<file path="src/rtl/uart_pkg.sv">
// uart_pkg: shared UART types, constants and helpers for uart_tx and uart_rx
//   uart_state_e  frame FSM states (PARITY only reachable when parity is built in)
//   LINE_IDLE     idle level of the serial line
//   clog2         ceiling log2 for elaboration-time widths
//   clks_per_bit  integer clocks-per-bit divider
package uart_pkg;
  typedef enum logic [2:0] {IDLE, START, DATA, PARITY, STOP} uart_state_e;
  localparam logic LINE_IDLE = 1'b1;
  function automatic int clog2(input int v);
    int r;
    r = 0;
    while ((1 << r) < v) r++;
    return r;
  endfunction
  function automatic int clks_per_bit(input int clk_freq, input int baud_rate);
    return clk_freq / baud_rate;
  endfunction
endpackage

</file>
<file path="src/rtl/uart_baud_tick.sv">
// uart_baud_tick: loadable down-counter giving a one-cycle tick at the end of each bit period
//   clk, rst     clock, asynchronous active-high reset
//   restart_i    hold/reload the counter with load_i (no tick while high)
//   load_i       reload value (period-1, or half period for mid-bit sampling)
//   tick_o       one-cycle pulse when the counter expires
module uart_baud_tick #(
  parameter int CNT_W = 14
) (
  input  logic             clk,
  input  logic             rst,
  input  logic             restart_i,
  input  logic [CNT_W-1:0] load_i,
  output logic             tick_o
);
  logic [CNT_W-1:0] cnt_q, cnt_d;
  always_comb begin
    tick_o = !restart_i && cnt_q == '0;
    cnt_d  = (restart_i || tick_o) ? load_i : cnt_q - 1'b1;
  end
  always_ff @(posedge clk or posedge rst)
    if (rst) cnt_q <= '0;
    else cnt_q <= cnt_d;
endmodule

</file>
<file path="src/rtl/uart_tx.sv">
// uart_tx: UART transmitter, start/busy handshake, LSB-first start/data/[parity]/stop framing
//   PCLK, PRESET  clock, asynchronous active-high reset
//   tx_data       word to send, captured when tx_start is accepted
//   tx_start      send request, accepted only while idle
//   tx_serial     registered serial line, idle high
//   tx_busy       high for the whole frame
//   tx_done       one-cycle pulse as the frame ends
//   Define UART_TX_PARITY_EN to insert a parity bit (PARITY_ODD selects odd parity).
module uart_tx
  import uart_pkg::*;
#(
  parameter int BAUD_RATE = 9600,
  parameter int CLK_FREQ  = 100_000_000,
  parameter int DATA_BITS = 8,
  parameter int STOP_BITS = 1
`ifdef UART_TX_PARITY_EN
  , parameter bit PARITY_ODD = 1'b0
`endif
) (
  input  logic                 PCLK,
  input  logic                 PRESET,
  input  logic [DATA_BITS-1:0] tx_data,
  input  logic                 tx_start,
  output logic                 tx_serial,
  output logic                 tx_busy,
  output logic                 tx_done
);
  localparam int CPB   = clks_per_bit(CLK_FREQ, BAUD_RATE);
  localparam int CNT_W = clog2(CPB) > 0 ? clog2(CPB) : 1;
  localparam int IDX_W = clog2(DATA_BITS);
  uart_state_e          state_q, state_d;
  logic [DATA_BITS-1:0] sh_q, sh_d;
  logic [IDX_W-1:0]     idx_q, idx_d;
  logic                 serial_q, serial_d, busy_q, busy_d, done_q, done_d;
  logic                 armed_q, accept, tick, last;
`ifdef UART_TX_PARITY_EN
  logic                 par_q, par_d;
`endif
  // Counter is held reloaded while idle so the start bit gets a full period.
  uart_baud_tick #(.CNT_W(CNT_W)) u_tick (
    .clk      (PCLK),
    .rst      (PRESET),
    .restart_i(state_q == IDLE),
    .load_i   (CNT_W'(CPB - 1)),
    .tick_o   (tick)
  );
  // armed_q blocks a request on the first edge after reset release.
  assign accept = armed_q && tx_start && state_q == IDLE;
  assign last   = idx_q == IDX_W'(DATA_BITS - 1);
  always_ff @(posedge PCLK or posedge PRESET)
    if (PRESET) state_q <= IDLE;
    else state_q <= state_d;
  always_comb begin
    state_d = state_q;
    case (state_q)
      IDLE:    state_d = accept ? START : IDLE;
      START:   state_d = tick ? DATA : START;
`ifdef UART_TX_PARITY_EN
      DATA:    state_d = (tick && last) ? PARITY : DATA;
      PARITY:  state_d = tick ? STOP : PARITY;
`else
      DATA:    state_d = (tick && last) ? STOP : DATA;
`endif
      STOP:    state_d = (tick && idx_q == IDX_W'(STOP_BITS - 1)) ? IDLE : STOP;
      default: state_d = IDLE;
    endcase
  end
  // idx_q counts data bits in DATA and stop bits in STOP; cleared on every state change.
  always_comb begin
    sh_d   = accept ? tx_data : (state_q == DATA && tick) ? sh_q >> 1 : sh_q;
    idx_d  = (state_d != state_q) ? '0 : (tick && (state_q == DATA || state_q == STOP)) ? idx_q + 1'b1 : idx_q;
`ifdef UART_TX_PARITY_EN
    par_d  = accept ? (^tx_data) ^ PARITY_ODD : par_q;
    serial_d = state_d == START ? 1'b0 : state_d == DATA ? sh_d[0] : state_d == PARITY ? par_d : LINE_IDLE;
`else
    serial_d = state_d == START ? 1'b0 : state_d == DATA ? sh_d[0] : LINE_IDLE;
`endif
    busy_d = state_d != IDLE;
    done_d = state_q == STOP && state_d == IDLE;
  end
  always_ff @(posedge PCLK or posedge PRESET)
    if (PRESET) begin
      sh_q     <= '0;
      idx_q    <= '0;
      serial_q <= LINE_IDLE;
      busy_q   <= 1'b0;
      done_q   <= 1'b0;
      armed_q  <= 1'b0;
    end else begin
      sh_q     <= sh_d;
      idx_q    <= idx_d;
      serial_q <= serial_d;
      busy_q   <= busy_d;
      done_q   <= done_d;
      armed_q  <= 1'b1;
    end
`ifdef UART_TX_PARITY_EN
  always_ff @(posedge PCLK or posedge PRESET)
    if (PRESET) par_q <= 1'b0;
    else par_q <= par_d;
`endif
  assign tx_serial = serial_q;
  assign tx_busy   = busy_q;
  assign tx_done   = done_q;
endmodule

</file>
<file path="config.mk">
export PLATFORM = sky130hd
export DESIGN_NAME = uart_tx
export DESIGN_NICKNAME = d
export VERILOG_FILES = /design/src/rtl/uart_pkg.sv /design/src/rtl/uart_baud_tick.sv /design/src/rtl/uart_tx.sv
export SDC_FILE = /design/constraint.sdc
export NUM_CORES = 1
export LEC_CHECK = 0
export CELL_PAD_IN_SITES_DETAIL_PLACEMENT = 0
export CELL_PAD_IN_SITES_GLOBAL_PLACEMENT = 2
export CORE_AREA = 4 4 71 73
export DETAILED_ROUTE_END_ITERATION = 6
export DIE_AREA = 0 0 75 77
export GPL_TIMING_DRIVEN = 0
export PLACE_DENSITY = 0.84
export SYNTH_ARGS = -nofsm -noshare
export SYNTH_HDL_FRONTEND = slang
export SYNTH_SLANG_ARGS = --single-unit
</file>
<file path="constraint.sdc">
create_clock -name PCLK -period 2.33 [get_ports PCLK]
set_clock_uncertainty 0.15 [all_clocks]
set_input_delay 0.699 -clock PCLK [delete_from_list [all_inputs] [get_ports PCLK]]
set_output_delay 0.699 -clock PCLK [all_outputs]
set_load 0.005 [all_outputs]
</file>
==> results by group <==
Worst setup path
  – R2R setup slack: 220 ps
  – Reg2reg start: u_tick.cnt_q[0]
  – CP max stage cell: dfstp_2
  – Reg2reg end: u_tick.cnt_q[3]
  – CP required: 1480 ps
  – CP delay by family, top: flip-flops
  – Type of destination of the critical path: output pin
  – Crit Path Class: reg2out
  – Worst reg2reg path depth: 7
  – Worst Path Buf+Inv: 1
  – Startpoint Class: flop
  – Critical path's largest stage delay: 510 ps
  – Crit path arrival time: 1290 ps
  – Crit-path max FO: 1
  – Crit path cell chain: clkdlybuf4s50_1

Synth
  – Ys flop type: dfrtp_1
  – Avg Cell Area, Syn: 10.5 sq um
  – List of most frequent post-synthesis cells: dfrtp_1, nand2_1, nor2_1, inv_1, xnor2_1
  – Yosys reg bits: 32
  – Seq/Total Area, Yosys: 50.1%
  – Area contributors post-synth: dfrtp_1, nand2_1, xnor2_1
  – Yosys warnings: 0
  – Yosys cell types: 39
  – Number of flops mapped to enable cells by yosys: 0
  – Synth async-reset ratio: 100%
  – Mapped Cells: 152
  – Top-count cell post-synth: dfrtp_1
  – Syn Nets: 167
  – Top cell type's share of synthesized area: 48.5%
  – Cell taking the most area after synthesis: dfrtp_1
  – Synth Cell Area: 1600 sq um

Global route
  – First-pass GRT wire length: 5.39 mm
  – GR Overflow Total: 0
  – Largest net degree at the start of global routing: 33
  – Initial antenna violation count: 0
  – Total Routing Usage GR: 12.3%
  – Vias in the first global route: 1163

Timing
  – Final worst path period share: 91.8%
  – Setup tns final: 0 ps
  – Setup violators final: 0
  – Slew HR: 55.3%
  – Fin. Hold Viols: 0
  – Final slew viol count: 0
  – Peak Freq: 468 MHz
  – Setup repair after global routing missed its margin: no
  – Least-Margin Pin Slew: 667 ps
  – Final Critical Period: 2140 ps
  – Hold Slack: 327 ps

Route
  – Pre-Repair DR Iteration Count: 4
  – Avg Vias per Cell: 5.10
  – Drt initial violations: 49
  – Final ANT Viol Nets: 0
  – Via count: 1152
  – Final WL: 3.10 mm
  – # DRC: 0
  – DR WL/cell: 13.7 um

Layout
  – Layout area overhead: 19.3%
  – N_diodes: 0
  – Layout cells sized above 1: 12.6%
  – Final instance area: 1910 sq um
  – Util after Layout: 43.9%
  – Final #Nets: 188
  – Fillcell total: 414

Status
  – Status: finished, final reports clean

Clock network
  – Skew-Pair Late Insertion Delay: 280 ps
  – H-tree levels: 2
  – Root Buffer Master: clkbuf_8
  – CTS buffer count: 5
  – Clk slew on worst S/H paths: 60 ps
  – CTS tree: done
  – Setup Fix Bufs, Post-CTS: 0
  – Clock buffer depth: 2
  – Clock sink total: 32

Pwr
  – Pint: 0.000815 W
  – Comb power frac: 3.1%
  – Switching power of the nets: 0.000211 W
  – P_leak: 0.865 nW
  – Overall power: 0.00103 W
  – Worst IR drop on VDD: 0.000283 V
  – Pwr dens: 537 nW/um^2
  – Switching portion of total power: 20.6%
  – Clk pwr share: 42.6%
  – Flop pwr share: 54.3%

Place
  – Routability Congestion: 0.832
  – I/O Buffers: 13
  – Cell Area, Placed: 1800 sq um
  – DP HPWL: 2.30 mm

Hold path
  – Worst min path class: reg2reg
  – Worst Hold Depth: 2
  – Hold Crit Start: sh_q[2]
  – Hold Path End: sh_q[2]

Floorplanning
  – Die area: 5780 sq um
  – Die X: 75 um
  – I/O pin count: 14
  – Row count: 24
  – Core area: 4350 sq um
  – Die Y: 77 um
  – Initial core utilization: 36.8%

Run
  – Max-capacitance violation count: 0
==> stage by stage <==
| stage | cells | setup WS (ps) |
|---|---|---|
| floorplan | 152 | 471 |
| global placement | 217 | -261 |
| detailed placement | 217 | -265 |
| CTS | 225 | 155 |
| global route | 226 | 13.5 |
| finish | 226 | 191 |
==> sequential cells by signal (all words and copies together), names as in the netlist <==
name	count
idx_q	3
armed_q	1
tx_serial	1
u_tick.cnt_q	14
tx_busy	1
state_q	3
tx_done	1
sh_q	8
==> placed cells by master (no fill, tap or decap), types with 2 or more instances in the layout <==
master	instances
a21oi_1	3
a22oi_1	6
and3_1	2
buf_4	2
clkbuf_1	2
clkbuf_8	7
clkdlybuf4s50_1	13
dfrtp_1	31
ha_1	4
inv_1	7
mux2i_1	2
nand2_1	27
nand3_1	3
nand4_1	2
nor2_1	17
nor4_1	2
nor4_4	3
o21ai_0	4
o21ai_1	2
o31ai_1	2
or3_1	2
xnor2_1	8
xor2_1	4
==> worst max path at each step <==
stage          slack, ps  cells past startpoint            start         endpoint
2_1_floorplan        470                      8  u_tick.cnt_q[0]         idx_q[0]
3_3_place_gp        -260                      6         tx_start          sh_q[5]
3_5_place_dp        -270                      6         tx_start          sh_q[6]
4_1_cts              150                      7  u_tick.cnt_q[0]  u_tick.cnt_q[3]
5_1_grt               10                      7  u_tick.cnt_q[0]  u_tick.cnt_q[7]
6_report             190                      1        tx_serial        tx_serial
==> power by group through the flow <==
| stage | Combinational (W) | Sequential, W | Clock [W] |
|---|---|---|---|
| floorplan | 0.00000919 | 0.000567 | 0 |
| global placement | 0.0000291 | 0.000567 | 0 |
| detailed placement | 0.0000303 | 0.000567 | 0 |
| CTS | 0.0000306 | 0.000557 | 0.000459 |
| global route | 0.0000361 | 0.000557 | 0.000479 |
| finish | 0.0000321 | 0.000557 | 0.000436 |
==> metal layers <==
layer	vias up	share of wire (%)	GRT usage [%]
met4	0	2.3	5.34
li1	572	-	-
met2	21	49	19.6
met1	551	45	14.9
met3	8	3.8	3.92
met5	-	0	0
==> layout make-up <==
| type | count | area [sq um] | share of cell area, % |
|---|---|---|---|
| plain buffers | 3 | 28.8 | 1.51 |
| clock buffers | 8 | 90.1 | 4.72 |
| inverters | 8 | 30.0 | 1.57 |
| multi-input cells | 109 | 748 | 39.2 |
| flip-flops and latches | 32 | 802 | 42.0 |
| well taps | 52 | 65.1 | 3.41 |
| repair buffers | 14 | 145 | 7.60 |
==> repair_timing <==
| action | CTS | global route |
|---|---|---|
| gates resized for setup | 1 | 0 |
| setup endpoints to repair | 1 | 0 |
| hold buffers | 0 | 0 |
==> cells by family (layout without fill, tap and decap cells) <==
group | count (synthesis) | in the layout | synth area share (%)
muxes | 2 | 2 | 1.25
and+or+nand+nor | 68 | 68 | 24.0
DFF | 32 | 32 | 50.1
other | 1 | 1 | 0.234
xor gates and xnor gates | 12 | 12 | 6.57
buffers and inverters | 11 | 33 | 3.67
AOI/OAI and AO/OA | 22 | 22 | 11.0
adders and majority gates | 4 | 4 | 3.13
Note: power is estimated with default switching activity, not from simulation.
==> edit 1: new RTL, same flow settings <==
Add an input register stage for `tx_start`, with the module's reset; this delays it by one clock. The other inputs are not delayed to match.
--- a/src/rtl/uart_tx.sv
+++ b/src/rtl/uart_tx.sv
@@ -30,2 +30,13 @@
   localparam int IDX_W = clog2(DATA_BITS);
+
+  logic tx_start_q;
+
+  always_ff @(posedge PCLK or posedge PRESET) begin
+    if (PRESET) begin
+      tx_start_q <= '0;
+    end else begin
+      tx_start_q <= tx_start;
+    end
+  end
+
   uart_state_e          state_q, state_d;
@@ -47,3 +58,3 @@
   // armed_q blocks a request on the first edge after reset release.
-  assign accept = armed_q && tx_start && state_q == IDLE;
+  assign accept = armed_q && tx_start_q && state_q == IDLE;
   assign last   = idx_q == IDX_W'(DATA_BITS - 1);
Function: changed (a bounded check fails within 4 cycles, from zero or initial values and one cycle with PRESET high).
==> edit 1 against the original RTL <==
Setup slack got worse by 0.0013 ns; synthesized area increased by 1.6%; wire length decreased by 4.0%; sequential cell count increased by 1; final area increased by 1.3%; global-route usage increased by 0.15 points; via count decreased by 0.87%; non-clock buffer count unchanged; core utilization increased by 0.57 points; largest cell class unchanged; highest routed layer unchanged.
Power is not compared: it rests on default switching activity, and its combinational part moved more than twofold at a synthesized area within 25%.
==> edit 1: results <==
export IMPL_crit_end="tx_serial"
export IMPL_synth_compound_area_share_pct=10.9
export IMPL_dp_hpwl_um=2210
export IMPL_swShare_pct=29.3
export IMPL_ant_nets=0
export IMPL_place_gp_congestion=0.766
export IMPL_yosys_top_cells_area="dfrtp_1 49%, nand2_1 6.2%, xnor2_1 4.3%"
export IMPL_p_leak_nw=0.878
export IMPL_synthAdderAreaFrac_pct=3.08
export IMPL_critPathMaxFanout=1
export IMPL_fillers=414
export IMPL_r2r_slack_ns=0.26
export IMPL_ys_warn_count=0
export IMPL_powerSeq_mw=0.813
export IMPL_clkTransAtPathRegs_ns=0.06
export IMPL_postCtsSetupRepairBufs=0
export IMPL_clock_path_buffers=2
export IMPL_synth_xor_area_share_pct=6.47
export IMPL_ir_drop_v=0.000346
export IMPL_synth_yosys_seq_area_share_pct=50.9
export IMPL_fin_nets=189
export IMPL_clkLatencyLatePin_ns=0.28
export IMPL_muxShareOfSynthArea_pct=1.23
export IMPL_maxCapViolCount=0
export IMPL_status="completed"
export IMPL_cts_max_level=2
export IMPL_r2r_end="idx_q[2]"
export IMPL_cts_repair_resize_count=0
export IMPL_synth_commonest_cells="32 x dfrtp_1, 27 x nand2_1, 17 x nor2_1"
export IMPL_syn_nets=168
export IMPL_combinationalPowerShare_pct=17.1
export IMPL_rr_startpoint="u_tick.cnt_q[0]"
export IMPL_vias=1142
export IMPL_cp_slowest_cell="dfstp_2"
export IMPL_ff2ff_path_depth=7
export IMPL_layout_drive_gt1_share_pct=13.1
export IMPL_grt_max_degree=34
export IMPL_port_buffers=13
export IMPL_grt_pass1_wl_um=5550
export IMPL_antenna_cells=0
export IMPL_critPathMaxStageDelay_ns=0.52
export IMPL_drtIter0Drc=36
export IMPL_slew_headroom_pct=52.4
export IMPL_antenna_found_initial=0
export IMPL_track_usage_pct=12.5
export IMPL_worstHoldPathType="reg2reg"
export IMPL_grt_pass1_vias=1162
export IMPL_cp_top_family="flip-flops"
export IMPL_async_reset_ff_share_pct=100
export IMPL_clock_root_buffer="clkbuf_8"
export IMPL_worstSetupStartpoint="tx_serial"
export IMPL_wl_per_cell_um=13.1
==> edit 1: area by class of cell <==
cell class                 count  area [µm²]  share of cell area [%]
sequential                    33         827                    42.8
multi-input combinational    109         743                    38.4
timing repair buffer          14         150                    7.76
clock buffer                   8        90.1                    4.66
tap                           52        65.1                    3.36
inverter                       8        30.0                    1.55
buffer                         3        28.8                    1.49
==> edit 1: worst min path at each step <==
stage             from      end  slack (ns)  depth (start not counted)
4_1_cts        sh_q[5]  sh_q[5]        0.33                          2
5_1_grt        sh_q[4]  sh_q[4]        0.37                          2
6_report       sh_q[6]  sh_q[6]        0.34                          2
3_3_place_gp   sh_q[6]  sh_q[6]        0.31                          2
2_1_floorplan  sh_q[1]  sh_q[1]        0.29                          2
3_5_place_dp   sh_q[5]  sh_q[5]        0.32                          2
==> edit 1: routing by layer <==
| metal | share of wire (%) | track usage (%) | wire (µm) | vias up |
|---|---|---|---|---|
| met5 | 0 | 0 | 0 | - |
| met4 | 1.5 | 4.63 | 46 | 0 |
| met3 | 3.3 | 4.18 | 98 | 7 |
| met2 | 46 | 17.3 | 1380 | 12 |
| met1 | 49 | 17.7 | 1450 | 556 |
| li1 | - | - | - | 567 |
==> edit 1: per-stage QoR <==
| step | cell area, µm² | cells | setup slack [ns] | setup TNS [ns] |
|---|---|---|---|---|
| 5_1_grt | 1930 | 227 | 0.0861 | 0 |
| 4_1_cts | 1910 | 226 | 0.119 | 0 |
| 3_3_place_gp | 1820 | 218 | 0.00776 | 0 |
| 3_5_place_dp | 1820 | 218 | -0.0474 | -1.46 |
| 6_report | 1930 | 227 | 0.190 | 0 |
| 2_1_floorplan | 1630 | 153 | 0.471 | 0 |
==> edit 2: new RTL, same flow settings <==
Without the edit above. Add a define of `UART_TX_PARITY_EN`.
--- a/src/rtl/uart_tx.sv
+++ b/src/rtl/uart_tx.sv
@@ -8,2 +8,4 @@
 //   Define UART_TX_PARITY_EN to insert a parity bit (PARITY_ODD selects odd parity).
+`define UART_TX_PARITY_EN
+
 module uart_tx
Formal check against the unedited RTL: same outputs for any inputs over 10 cycles, from zero or initial values and one cycle with PRESET high; that may be too few to reach the edited logic, so the function may still have changed.
==> edit 2 against the original RTL <==
Highest routed layer unchanged; wire length up 7.5%; final area is 11% higher; critical endpoint is now tx_busy; sequential cell count up 1; synthesized area rose by 8.4%; setup slack worse by 0.092 ns; final cell count grew 8.4%; via count up 9.0%.
Power is not compared: it rests on default switching activity, and its combinational part moved more than twofold at a synthesized area within 25%.
==> edit 2: results <==
export IMPL_clock_path_buffers=2
export IMPL_synth_yosys_seq_area_share_pct=47.7
export IMPL_worstHoldPathType="reg2reg"
export IMPL_cts_hold_buf=0
export IMPL_port_buffers=13
export IMPL_grt_pass1_wl_um=6000
export IMPL_ir_drop_v=0.000390
export IMPL_clock_root_buffer="clkbuf_8"
export IMPL_clkTransAtPathRegs_ns=0.07
export IMPL_cts_buffers=5
export IMPL_fin_cells=245
export IMPL_yosys_top_cells_area="dfrtp_1 46%, xnor2_1 7.1%, mux2i_1 4.6%"
export IMPL_postCtsSetupRepairBufs=0
export IMPL_ys_types=41
export IMPL_synth_xor_area_share_pct=10.1
export IMPL_use_met1_pct=17.9
export IMPL_synthAdderAreaFrac_pct=3.60
export IMPL_tightest_slew_ns=0.690
export IMPL_dpl_instance_area_um2=1930
export IMPL_layout_drive_gt1_share_pct=19.7
export IMPL_critPathMaxFanout=7
export IMPL_place_gp_congestion=0.761
export IMPL_antenna_cells=0
export IMPL_status="completed"
export IMPL_track_usage_pct=13.3
export IMPL_grt_max_degree=34
export IMPL_cp_arrival_ns=2.24
export IMPL_synth_commonest_cells="32 x dfrtp_1, 21 x nand2_1, 17 x nor2_1"
export IMPL_regMostFlops="u_tick.cnt_q"
export IMPL_dp_slack_ns=-0.199
export IMPL_fin_nets=208
export IMPL_reg_top3="u_tick.cnt_q (14), sh_q (8)"
export IMPL_muxShareOfSynthArea_pct=4.61
export IMPL_avgSynthCellArea_um2=10.5
export IMPL_antenna_found_initial=0
export IMPL_clkLatencyLatePin_ns=0.28
export IMPL_final_util_pct=48.5
export IMPL_fillers=394
export IMPL_cts_repair_resize_count=2
export IMPL_async_reset_ff_share_pct=100
export IMPL_dp_cells=231
export IMPL_dp_hpwl_um=2340
export IMPL_drtIter0Drc=53
export IMPL_grtUsageMet3_pct=5.36
export IMPL_grt_busiest_layer="met2"
export IMPL_syn_nets=182
export IMPL_cts_max_level=2
export IMPL_vias_per_cell=5.13
export IMPL_grt_pass1_vias=1276
export IMPL_grtUsageMet2_pct=19.9
export IMPL_drtPass1Iterations=6
export IMPL_synth_compound_area_share_pct=7.07
export IMPL_wl_per_cell_um=13.6
## edit 2: logic make-up after synthesis
| kind of cell | count (synthesis) |
|---|---|
| other cells | 1 |
| mux | 8 |
| compound gates | 20 |
| simple gates | 66 |
| flops | 33 |
| xor+xnor | 20 |
| buf+inv | 13 |
| fa+ha+maj | 5 |
## edit 2: report_power, final
group | total (mW) | internal (mW) | switching, mW
registers | 0.795 | 0.695 | 0.0991
clock network | 0.428 | 0.206 | 0.222
logic | 0.347 | 0.171 | 0.176
total | 1.57 | 1.07 | 0.497
## edit 2: path summary, 6_finish.rpt
kind	startpoint	to	slack, ns	cells past startpoint
max	u_tick.cnt_q[10]	tx_busy	0.1	6
min	u_tick.cnt_q[0]	u_tick.cnt_q[0]	0.31	1
max reg2reg	u_tick.cnt_q[10]	tx_busy	0.1	6
min reg2reg	u_tick.cnt_q[0]	u_tick.cnt_q[0]	0.31	1
max in group asynchronous	PRESET	idx_q[2]	0.90	2
min in group asynchronous	PRESET	u_tick.cnt_q[5]	0.69	2
## edit 2: area by class of cell
class / instances / area share, %
Clock inverter: 3 / 0.830
Timing Repair Buffer: 19 / 8.65
Inverter: 8 / 1.42
Multi-Input combinational cell: 120 / 41.5
Sequential cell: 33 / 39.2
Clock buffer: 5 / 3.26
Buffer: 5 / 2.07
Tap cell: 52 / 3.08
## edit 2: routing by layer
layer / wire, µm / up-vias / share of wire, %
met5: 0 / - / 0
met3: 145 / 5 / 4.4
met4: 27 / 0 / 0.81
li1: - / 613 / -
met2: 1590 / 20 / 48
met1: 1570 / 618 / 47
## edit 2: worst max-delay path, cell delays in order (launching register included)
cell and delay [ns]:
dfrtp_1 0.45, nor4_4 0.42, nand4_4 0.21, nand2_1 0.10, a21oi_1 0.07, or2_2 0.31, or3b_1 0.38
